**config.mk**
```make
export PLATFORM = sky130hd
export DESIGN_NAME = dial_sum_ctl
export DESIGN_NICKNAME = d
export VERILOG_FILES = /design/src/rtl/dial_sum_pkg.sv /design/src/rtl/dial_sum_ctl_debounce.sv /design/src/rtl/dial_sum_ctl.sv
export SDC_FILE = /design/constraint.sdc
export NUM_CORES = 1
export LEC_CHECK = 0
export CAP_MARGIN = 40
export CORE_MARGIN = 2
export CORE_UTILIZATION = 35
export DETAILED_ROUTE_END_ITERATION = 10
export GPL_ROUTABILITY_DRIVEN = 0
export SLEW_MARGIN = 25
export SYNTH_ARGS = -nofsm -noshare
export SYNTH_HDL_FRONTEND = slang
export SYNTH_SLANG_ARGS = --single-unit
```
**constraint.sdc**
```tcl
create_clock -name clk -period 2.4 [get_ports clk]
set_input_delay 0.36 -clock clk [delete_from_list [all_inputs] [get_ports clk]]
set_output_delay 0.36 -clock clk [all_outputs]
set_load 0.03 [all_outputs]
```
**src/rtl/dial_sum_pkg.sv**
```systemverilog
// Shared types and helpers for the dial/hex datapath controller.
// DIAL_SATURATE_EN selects saturating instead of wrapping dial positions.
package dial_sum_pkg;

  localparam int POS_W = 8;

  typedef enum logic [1:0] {
    MODE_SUM   = 2'd0,
    MODE_DIFF  = 2'd1,
    MODE_LEFT  = 2'd2,
    MODE_RIGHT = 2'd3
  } mode_t;

  // Opposing steps in the same cycle cancel out.
  function automatic logic [POS_W-1:0] pos_step(input logic [POS_W-1:0] pos,
                                                input logic up, input logic dn);
    logic [POS_W-1:0] w_nxt;
    w_nxt = pos;
    if (up && !dn) begin
`ifdef DIAL_SATURATE_EN
      if (pos != '1) w_nxt = pos + POS_W'(1);
`else
      w_nxt = pos + POS_W'(1);
`endif
    end else if (dn && !up) begin
`ifdef DIAL_SATURATE_EN
      if (pos != '0) w_nxt = pos - POS_W'(1);
`else
      w_nxt = pos - POS_W'(1);
`endif
    end
    return w_nxt;
  endfunction

  function automatic mode_t next_mode(input mode_t m);
    return mode_t'(m + 2'd1);
  endfunction

endpackage

```
**src/rtl/dial_sum_ctl_debounce.sv**
```systemverilog
// Click debouncer: accepts a level change after DEBOUNCE_CYCLES stable cycles
// and pulses press_evt for one cycle when the accepted state becomes pressed.
module click_debounce
  import dial_sum_pkg::*;
#(
  parameter int DEBOUNCE_CYCLES = 500000
) (
  input  logic clk,
  input  logic rst,
  input  logic raw_n,
  output logic pressed,
  output logic press_evt
);

  localparam int CNT_W = $clog2(DEBOUNCE_CYCLES);
  localparam logic [CNT_W-1:0] CNT_LAST = CNT_W'(DEBOUNCE_CYCLES - 1);

  logic [CNT_W-1:0] r_cnt;
  logic             r_state;
  logic             r_evt;
  logic             w_differ;

  assign w_differ = (~raw_n) != r_state;

  always_ff @(posedge clk or posedge rst) begin
    if (rst) begin
      r_cnt   <= '0;
      r_state <= 1'b0;
      r_evt   <= 1'b0;
    end else begin
      r_evt <= 1'b0;
      if (!w_differ) begin
        r_cnt <= '0;
      end else if (r_cnt == CNT_LAST) begin
        r_cnt   <= '0;
        r_state <= ~r_state;
        r_evt   <= ~r_state;
      end else begin
        r_cnt <= r_cnt + CNT_W'(1);
      end
    end
  end

  assign pressed   = r_state;
  assign press_evt = r_evt;

endmodule

```
**src/rtl/dial_sum_ctl.sv**
```systemverilog
// Dial position tracking, click-driven mode FSM and registered hex display value.
// Build option: DIAL_SATURATE_EN (saturating positions instead of wrapping).
module dial_sum_ctl
  import dial_sum_pkg::*;
#(
  parameter int               DEBOUNCE_CYCLES = 500000,
  parameter logic [POS_W-1:0] POS_RESET       = 8'h00
) (
  input  logic             clk,
  input  logic             rst,
  input  logic             rot_l_cw,
  input  logic             rot_l_ccw,
  input  logic             rot_r_cw,
  input  logic             rot_r_ccw,
  input  logic             click_l_n,
  input  logic             click_r_n,
  output logic [POS_W-1:0] pos_l,
  output logic [POS_W-1:0] pos_r,
  output logic [POS_W-1:0] disp_val,
  output logic [1:0]       disp_mode,
  output logic             disp_ovf,
  output logic [1:0]       click_evt
);

  logic [POS_W-1:0] r_pos_l;
  logic [POS_W-1:0] r_pos_r;
  logic [POS_W-1:0] r_disp;
  logic             r_ovf;
  mode_t            r_mode;
  logic [1:0]       w_evt;
  logic [1:0]       w_unused_pressed;
  logic [POS_W:0]   w_sum;
  logic [POS_W:0]   w_diff;

  click_debounce #(.DEBOUNCE_CYCLES(DEBOUNCE_CYCLES)) u_deb_l (
    .clk       (clk),
    .rst       (rst),
    .raw_n     (click_l_n),
    .pressed   (w_unused_pressed[0]),
    .press_evt (w_evt[0])
  );

  click_debounce #(.DEBOUNCE_CYCLES(DEBOUNCE_CYCLES)) u_deb_r (
    .clk       (clk),
    .rst       (rst),
    .raw_n     (click_r_n),
    .pressed   (w_unused_pressed[1]),
    .press_evt (w_evt[1])
  );

  // Left click clears both dials and overrides any rotary step that cycle.
  always_ff @(posedge clk or posedge rst) begin
    if (rst) begin
      r_pos_l <= POS_RESET;
      r_pos_r <= POS_RESET;
    end else if (w_evt[0]) begin
      r_pos_l <= POS_RESET;
      r_pos_r <= POS_RESET;
    end else begin
      r_pos_l <= pos_step(r_pos_l, rot_l_cw, rot_l_ccw);
      r_pos_r <= pos_step(r_pos_r, rot_r_cw, rot_r_ccw);
    end
  end

  always_ff @(posedge clk or posedge rst) begin
    if (rst) begin
      r_mode <= MODE_SUM;
    end else if (w_evt[1]) begin
      r_mode <= next_mode(r_mode);
    end
  end

  assign w_sum  = {1'b0, r_pos_l} + {1'b0, r_pos_r};
  assign w_diff = {1'b0, r_pos_l} - {1'b0, r_pos_r};

  always_ff @(posedge clk or posedge rst) begin
    if (rst) begin
      r_disp <= '0;
      r_ovf  <= 1'b0;
    end else begin
      case (r_mode)
        MODE_SUM: begin
          r_disp <= w_sum[POS_W-1:0];
          r_ovf  <= w_sum[POS_W];
        end
        MODE_DIFF: begin
          r_disp <= w_diff[POS_W-1:0];
          r_ovf  <= w_diff[POS_W];
        end
        MODE_LEFT: begin
          r_disp <= r_pos_l;
          r_ovf  <= 1'b0;
        end
        default: begin
          r_disp <= r_pos_r;
          r_ovf  <= 1'b0;
        end
      endcase
    end
  end

  assign pos_l     = r_pos_l;
  assign pos_r     = r_pos_r;
  assign disp_val  = r_disp;
  assign disp_mode = r_mode;
  assign disp_ovf  = r_ovf;
  assign click_evt = w_evt;

endmodule

```
==> impl_results.md, run 1 <==
- Arr. time, crit path: 2550 ps
- CP max-delay cell: or4_1
- DRT iter0 DRCs: 271
- Crit. Startpoint: rot_r_cw
- Worst-case vdd ir drop: 374 µV
- Reg2Reg Depth: 8
- RSZ-0062 raised after global routing: false
- Synth warn: 0
- Post-CTS setup buffers: 0
- Static Leakage: 2.45 nW
- Worst setup EP type: flip-flop
- Avg Cell Area, Syn: 9.40 µm²
- Via density: 4.97
- Register bit total from synthesis: 69
- Final setup fails: 0
- Startpoint Class: input pin
- IO Port Bufs: 36
- Diode count: 0
- # Max-Cap Violations: 0
- Achievable frequency: 436 MHz
- Period utilization: 0.955
- Syn Inst Count: 471
- Number of synthesized flops with an enable pin: 0
- Sink Count: 69
- Most frequent cells in the layout: dfrtp_1, nor2_1, buf_4, clkdlybuf4s50_1, ha_1
- Clk_lat worst skew: 330 ps
- Max FO, Critical Path: 6
- Share of cells above drive strength 1: 0.151
- Pwr Density: 1330 nW/µm²
- Area growth, synth to finish: 26.2%
- Relative slew margins: 0.588
- Die Height: 116 µm
- Synth top area cells: dfrtp_1, ha_1, xor2_1, nor2_1, xnor2_1
- Placed cell count: 704
- Pins Over Slew Limit: 0
- Vias in the first global route: 3580
- Drt drc: 0
- Fillers: 1205
- Layout Cells excl Fill: 720
- # H-tree levels: 3
- CTS Buffer Depth: 2
- Critical R2R Launch: pos_l[0]
- DR pass1 iterations: 8
- Tmin final: 2290 ps
- Asr flop ratio synth: 1.00
- Area share of the largest cell type after synthesis: 0.390
- Clock Skews: 7.54 ps
- Post-DP HPWL: 7440 µm
- Register area share after synthesis: 0.390
- CTS tree: built
- I/O pin cnt: 37
- Final WL: 10000 µm
- Syn nets: 520
- Final worst slack: 107 ps
- Fin nets: 592
- Die area: 13600 µm²
- Starting density of the core: 0.355
- Initial antenna violation count: 0
- Worst-margin pin slew: 619 ps
- Row count: 41
- Pre-CTS setup slack: -364 ps
- Grt total ovfl: 0
- Final Hold Viols: 0
- Final core utilization: 0.449
- Post-synth top area cell: dfrtp_1
- Total core area: 12500 µm²
- Via count: 3578
- Commonest non-fill, non-tap cell in the layout: dfrtp_1
- Clock-pin slew on the worst setup and hold paths: 60 ps
- Mapped cell area: 4430 µm²
- CP cell instances: clkdlybuf4s50_1 > ha_4 > inv_2 > ha_1 > or4_1 > o22ai_2 > xnor2_1 > or3_1 > a21oi_1
- Clock root cell: clkbuf_16
- Max incr delay on CP: 520 ps
- Global-route usage over all layers: 0.158
- Setup Total Neg Slack: 0 ps
- CTS buffer count: 9
- Outcome: finished, final reports clean
- Worst EP required: 2650 ps
- Main synth FF type: dfrtp_1
- Critical path class: in2reg
- DR WL/cell: 13.9 µm
- Library cells used by synthesis: 60
- Hold WC Path Type: in2async
- Post-cts hold buffer count: 0
- First-pass GRT wire length: 16800 µm
- Largest net degree at the start of global routing: 70
- Chip width: 116 µm
- Antenna viol nets, final: 0
final timing paths:
check                                         end  slack, ps
worst max register to register        disp_val[6]        160
min in group clk                u_deb_l.press_evt        480
worst min-delay path              u_deb_l.pressed        420
worst max-delay path                     pos_r[7]        110
worst min register to register  u_deb_l.press_evt        480
max in group asynchronous             disp_val[5]       1670
cells in the mapped netlist (3+ instances only):
library cell / n
and2_1: 5
and3_1: 4
a21oi_1: 27
and4_1: 4
nand3_1: 17
inv_1: 30
or4_1: 3
o21ai_1: 4
nand2_1: 30
fa_1: 4
mux2i_1: 6
nor4_1: 4
dfrtp_1: 69
xor2_1: 29
o211ai_1: 4
nor4b_1: 5
o21a_1: 5
clkbuf_1: 7
xnor2_1: 22
a221oi_1: 4
nor2b_1: 6
nor3_1: 9
buf_2: 4
ha_1: 37
nor2_1: 67
buf_4: 5
o21bai_1: 3
nand4_1: 6
o21ai_0: 9
sequential cells by signal, indices dropped and copies added (netlist names):
register and cells:
disp_mode 2, disp_ovf 1, disp_val 8, pos_l 8
pos_r 8, u_deb_l.press_evt 1, u_deb_l.pressed 1, u_deb_l.r_cnt 19
u_deb_r.press_evt 1, u_deb_r.pressed 1, u_deb_r.r_cnt 19
worst max-delay path: cells and delay by family:
family | cells | cell delay (ps)
xor+xnor | 1 | 90
compound gates | 2 | 300
buf+inv | 2 | 580
fa+ha+maj | 2 | 390
simple gates | 2 | 830
metrics by stage:
step | power, mW | area (µm²) | hold slack (ps)
2_1_floorplan | 4.54 | 4430 | 430
3_3_place_gp | 5.97 | 5250 | 463
3_5_place_dp | 6.07 | 5250 | 467
4_1_cts | 7.37 | 5530 | 438
5_1_grt | 8.02 | 5590 | 474
6_report | 7.43 | 5590 | 420
logic make-up (layout without fill, tap and decap cells):
logic type,count (synthesis),after routing,synth area share
buf+inv,50,127,0.0494
xor+xnor,51,51,0.101
mux,6,6,0.0136
simple gates,172,172,0.194
compound gates,82,82,0.130
flops,69,69,0.390
fa+ha+maj,41,41,0.123
where the power goes:
group,internal [mW],switching (mW),total (mW)
clock,0.782,0.482,1.26
combinational,2.15,2.39,4.55
sequential,1.41,0.213,1.62
total,4.35,3.09,7.43
what timing repair did:
item                       4_1_cts  5_1_grt
setup endpoints to repair        1        6
cloned                           0        0
resized for setup                1       15
metal layers:
| metal | GRT usage | vias up | routed length [µm] |
|---|---|---|---|
| met5 | 0 | - | 0 |
| met2 | 0.264 | 68 | 4830 |
| met1 | 0.202 | 1716 | 4630 |
| met3 | 0.0317 | 18 | 373 |
| li1 | - | 1776 | - |
| met4 | 0.0627 | 0 | 174 |
layout make-up:
cell class | instances | area, µm² | area share
inverters | 31 | 116 | 0.0208
clock buffers | 13 | 270 | 0.0483
repair buffers | 80 | 703 | 0.126
clock inverters | 3 | 18.8 | 0.00336
flip-flops and latches | 69 | 1730 | 0.309
well taps | 172 | 215 | 0.0385
multi-input cells | 352 | 2540 | 0.454
(Power assumes the default switching activity.)
==> run 2: changes to the inputs <==
--- a/config.mk
+++ b/config.mk
@@ -7,9 +7,10 @@
 export LEC_CHECK = 0
 export CAP_MARGIN = 40
 export CORE_MARGIN = 2
-export CORE_UTILIZATION = 35
+export CORE_UTILIZATION = 54
 export DETAILED_ROUTE_END_ITERATION = 10
 export GPL_ROUTABILITY_DRIVEN = 0
+export PLACE_DENSITY = 0.75
 export SLEW_MARGIN = 25
 export SYNTH_ARGS = -nofsm -noshare
 export SYNTH_HDL_FRONTEND = slang
==> run 2 against run 1 <==
  * Clock power shrank 25%
  * Non-clock buffer count shrank 2
  * Largest power group unchanged
  * Fmax grew 0.29%
  * Critical path depth shrank 1
==> impl_results.md, run 2 (same netlist as run 1, synthesis figures left out) <==
- Area growth, synth to finish: 21.6%
- Hold WC Path Type: in2async
- Most frequent cells in the layout: nor2_1, dfrtp_1, buf_4, clkdlybuf4s50_1, ha_1
- Drt drc: 0
- CTS Buffer Depth: 2
- Pwr Density: 1320 nW/µm²
- Combinational share of power: 0.634
- Final worst slack: 113 ps
- CP cell instances: buf_4 > ha_1 > fa_1 > a21oi_2 > o41ai_1 > xnor2_1 > a221oi_1 > a22oi_1
- CP max-delay cell: fa_1
- Clock root cell: clkbuf_8
- Die area: 8940 µm²
- Final WL: 9910 µm
- Clk_lat worst skew: 340 ps
- Post-CTS setup buffers: 0
- End of the critical path: disp_val[6]
- Outcome: finished, final reports clean
- Diode count: 0
- Worst setup EP type: flip-flop
- Starting density of the core: 0.547
- Relative slew margins: 0.584
- IO Port Bufs: 36
- M1 wire length: 4120 µm
- Die Height: 94.6 µm
- Max incr delay on CP: 430 ps
- Reg2reg setup slack: 110 ps
- Period utilization: 0.953
- # Max-Cap Violations: 0
- Fin nets: 590
- DR WL/cell: 15.2 µm
- Critical R2R Launch: pos_l[0]
- Antenna viol nets, final: 0
- Max Used Layer: met4
- Metal3 WL: 393 µm
- Biggest regs: u_deb_l.r_cnt (19), u_deb_r.r_cnt (19)
- Pwr Total: 7.08 mW
- Routed wl met2: 5150 µm
- Worst EP required: 2590 ps
- Vias in the first global route: 3714
- Sw frac: 0.431
- Chip width: 94.6 µm
- Clock power share: 0.133
- Switching pwr: 3.05 mW
- # H-tree levels: 3
- Crit. path cell count: 8
- Global-route usage over all layers: 0.238
- Final setup fails: 0
- Clock-pin slew on the worst setup and hold paths: 80 ps
- Tmin final: 2290 ps
- Crit-path leading delay family: compound AO/OA/AOI/OAI gates
- Worst-case vdd ir drop: 540 µV
- Max FO, Critical Path: 3
- Achievable frequency: 437 MHz
- Worst-margin pin slew: 624 ps
- Row count: 33
- Reg2Reg Depth: 8
- Share of cells above drive strength 1: 0.147
- Post-DP HPWL: 7380 µm
- Total core area: 8090 µm²
- CTS buffer count: 9
- First-pass GRT wire length: 16700 µm
- DRT iter0 DRCs: 172
- DR pass1 iterations: 4
- Largest net degree at the start of global routing: 26
- Setup Total Neg Slack: 0 ps
- Crit. Startpoint: pos_l[0]
- Via density: 5.59
- Arr. time, crit path: 2470 ps
- Worst R2R End: disp_val[6]
- Fillers: 666
- Pins Over Slew Limit: 0
- I/O pin cnt: 37
- Bufs and invs on worst path: 1
- Grt total ovfl: 0
- Sequential Power Share: 0.233
- Startpoint Class: flip-flop
- Initial antenna violation count: 0
- Pint: 4.03 mW
- Final Hold Viols: 0
- Critical path class: reg2reg
- Pre-CTS setup slack: -291 ps
- Clock Skews: 8.54 ps
- CTS tree: built
- Via count: 3641
- RSZ-0062 raised after global routing: false
- Static Leakage: 2.39 nW
- Sink Count: 69
run 2: cell types whose count changed in the layout (fill, tap and decap cells not counted), moves of 2 or more:
cell | before | now
clkbuf_16 | 9 | 0
ha_2 | 0 | 2
buf_4 | 43 | 40
clkbuf_8 | 3 | 10
ha_4 | 2 | 0
run 2: final cells by class:
type                            count  area, µm²  area share
Clock buffer                       12        145      0.0270
Clock inverter                      4       47.5     0.00883
Inverter                           31        116      0.0216
Multi-Input combinational cell    352       2510       0.467
Sequential cell                    69       1730       0.321
Tap cell                          105        131      0.0244
Timing Repair Buffer               78        701       0.130
run 2: power by group through the flow:
stage	Clock [mW]	Combinational (mW)	Sequential (mW)
after floorplan	0	2.46	2.07
after detailed placement	0	4.34	1.67
after CTS	0.955	4.37	1.65
after global routing	1.01	4.91	1.69
after global placement	0	4.23	1.66
final	0.940	4.49	1.65
run 2: repair_timing:
item,4_1_cts,5_1_grt
endpoints found under the setup margin,0,9
gates resized for setup,0,14
hold buffers,0,0
run 2: layer usage:
metal | global-route usage | vias up
met5 | 0 | -
met4 | 0.106 | 0
met3 | 0.0367 | 19
met2 | 0.427 | 102
met1 | 0.280 | 1756
li1 | - | 1764
run 2: through the flow:
stage / area, µm² / util / cells / hold slack (ps)
final: 5390 / 0.665 / 651 / 395
after global routing: 5390 / 0.665 / 651 / 467
after CTS: 5350 / 0.661 / 651 / 406
after detailed placement: 5160 / 0.637 / 635 / 482
after global placement: 5160 / 0.637 / 635 / 462
after floorplan: 4430 / - / 471 / 430
run 2: how the worst min path moves through the flow:
stage / start / end / slack (ps) / cells past startpoint
after floorplan: click_r_n / u_deb_r.press_evt / 430 / 1
after global placement: u_deb_r.pressed / u_deb_r.press_evt / 460 / 1
after detailed placement: u_deb_r.pressed / u_deb_r.press_evt / 480 / 1
after CTS: rst / u_deb_l.r_cnt[16] / 410 / 2
after global routing: rst / u_deb_l.r_cnt[1] / 470 / 2
final: rst / u_deb_l.r_cnt[0] / 400 / 2
run 2: worst register-to-register path: stages (launching register included):
cell and delay [ps]:
dfrtp_1 400, buf_4 150, ha_1 240, fa_1 430
a21oi_2 240, o41ai_1 130, xnor2_1 160, a221oi_1 250
a22oi_1 140
==> run 3: changes to the inputs <==
--- a/config.mk
+++ b/config.mk
@@ -11,6 +11,7 @@
 export DETAILED_ROUTE_END_ITERATION = 10
 export GPL_ROUTABILITY_DRIVEN = 0
 export PLACE_DENSITY = 0.75
+export RECOVER_POWER = 50
 export SLEW_MARGIN = 25
 export SYNTH_ARGS = -nofsm -noshare
 export SYNTH_HDL_FRONTEND = slang
==> run 3 against run 2 <==
  * Clock skew increased by 2.0 ps
  * Cell count is the same
  * Sequential share of layout area increased by 0.21 points
  * Worst setup slack got worse by 11 ps
  * Core utilization fell by 0.43 points
  * Hold slack improved by 89 ps
  * Combinational power hardly changed
  * Via count fell by 0.52%
  * Critical path type unchanged
  * Count of clock-buffer cells in the layout did not move
  * Flip-flop and latch count unchanged
  * Non-clock buffer count unchanged
  * Sequential power about the same
==> impl_results.md, run 3 (same netlist as run 1, synthesis figures left out) <==
- DRT iter0 DRCs: 174
- Met2 Use GR: 0.427
- Via count: 3622
- Total core area: 8090 µm²
- Final WL: 9920 µm
- Drt drc: 0
- Row count: 33
- Biggest regs: u_deb_l.r_cnt (19), u_deb_r.r_cnt (19)
- Clock-pin slew on the worst setup and hold paths: 80 ps
- Sink Count: 69
- Period utilization: 0.957
- Worst-margin pin slew: 924 ps
- RSZ-0062 raised after global routing: false
- Tmin final: 2300 ps
- Startpoint Class: flip-flop
- Final setup fails: 0
- Via density: 5.56
- Initial antenna violation count: 0
- Grt total ovfl: 0
- Max incr delay on CP: 440 ps
- Reg2reg setup slack: 100 ps
- Diode count: 0
- Pwr Density: 1320 nW/µm²
- Worst setup EP type: flip-flop
- Final Hold Viols: 0
- Max FO, Critical Path: 3
- Share of cells above drive strength 1: 0.143
- CP max-delay cell: fa_1
- Worst EP required: 2590 ps
- GRT Max-Usage Layer: met2
- Met1 Track Usage GR: 0.280
- Global-route usage over all layers: 0.238
- Largest net degree at the start of global routing: 26
- Clock root cell: clkbuf_8
- CTS tree: built
- Die area: 8940 µm²
- Static Leakage: 2.38 nW
- Most frequent cells in the layout: nor2_1, dfrtp_1, buf_4, ha_1, clkdlybuf4s50_1
- Final worst slack: 102 ps
- IO Port Bufs: 36
- Hold WC Path Type: reg2reg
- DR pass1 iterations: 5
- Post-DP HPWL: 7380 µm
- Die Height: 94.6 µm
- Arr. time, crit path: 2490 ps
- DR WL/cell: 15.2 µm
- CTS buffer count: 9
- First-pass GRT wire length: 16700 µm
- Pins Over Slew Limit: 0
- Area growth, synth to finish: 20.8%
- Relative slew margins: 0.384
- CTS Buffer Depth: 2
- Pre-CTS setup slack: -291 ps
- Critical path class: reg2reg
- Outcome: finished, final reports clean
- Post-cts hold buffer count: 0
- Antenna viol nets, final: 0
- Starting density of the core: 0.547
- # H-tree levels: 3
- Achievable frequency: 435 MHz
- Vias in the first global route: 3714
- CP cell instances: buf_4 > ha_1 > fa_1 > a21oi_2 > o41ai_1 > xnor2_1 > a221oi_1 > a22oi_1
- # Max-Cap Violations: 0
- Chip width: 94.6 µm
- Clock Skews: 10.5 ps
- Fin nets: 590
- I/O pin cnt: 37
- Worst-case vdd ir drop: 536 µV
- Clk_lat worst skew: 340 ps
- Hold Slack: 484 ps
- Met3 GRT Util: 0.0367
run 3: cell types whose count changed in the layout (fill, tap and decap cells not counted):
cell,delta
nor3_1,+1
buf_12,-2
clkdlybuf4s50_1,-2
clkbuf_2,+2
inv_2,-1
and2_0,+1
nor3_2,-1
dlygate4sd3_1,+2
and2_1,-1
inv_1,+1
run 3: final timing paths:
path / from / endpoint / cells past startpoint
hold / removal: u_deb_l.r_cnt[0] / u_deb_l.r_cnt[0] / 1
setup reg to reg: pos_l[0] / disp_val[6] / 8
setup / recovery: pos_l[0] / disp_val[6] / 8
max in group asynchronous: rst / pos_r[0] / 3
min in group asynchronous: rst / u_deb_l.r_cnt[4] / 2
hold reg to reg: u_deb_l.r_cnt[0] / u_deb_l.r_cnt[0] / 1
run 3: per-stage QoR:
stage	instance area (µm²)	util	power [mW]	cells	TNS [ps]
detailed placement	5160	0.637	6.01	635	-1750
CTS	5350	0.661	6.97	651	0
global route	5350	0.661	7.59	651	0
global placement	5160	0.637	5.88	635	-1190
finish	5350	0.661	7.07	651	0
floorplan	4430	-	4.54	471	0
run 3: what timing repair did:
| item | in CTS | in global routing |
|---|---|---|
| setup endpoints to repair | 0 | 9 |
| setup buffers | 0 | 0 |
| hold endpoints to repair | 0 | 0 |
| resized for setup | 0 | 14 |
run 3: layout make-up:
cell class | instances | area (µm²)
Clock inverter | 4 | 47.5
Tap cell | 105 | 131
Inverter | 31 | 116
Timing Repair Buffer | 78 | 671
Multi-Input combinational cell | 352 | 2510
Clock buffer | 12 | 145
Sequential cell | 69 | 1730
Fill cell | 670 | 2740
run 3: report_power, final:
group          total [mW]  internal [mW]  switching (mW)
logic                4.48           2.11            2.37
registers            1.65           1.41           0.239
clock network       0.941          0.506           0.435
run 3: worst max-delay path, delay by kind of cell, from the launching register on:
family                   cells  cell delay, ps
XOR/XNOR                     1             160
adder cells (fa/ha/maj)      2             680
AO/OA/AOI/OAI                4             760
flip-flops                   1             400
buffers and inverters        1             150
run 3: per-layer routing:
layer | part of all wire | routed length (µm)
met5 | 0 | 0
met4 | 0.024 | 242
met1 | 0.42 | 4200
met3 | 0.035 | 352
met2 | 0.52 | 5120
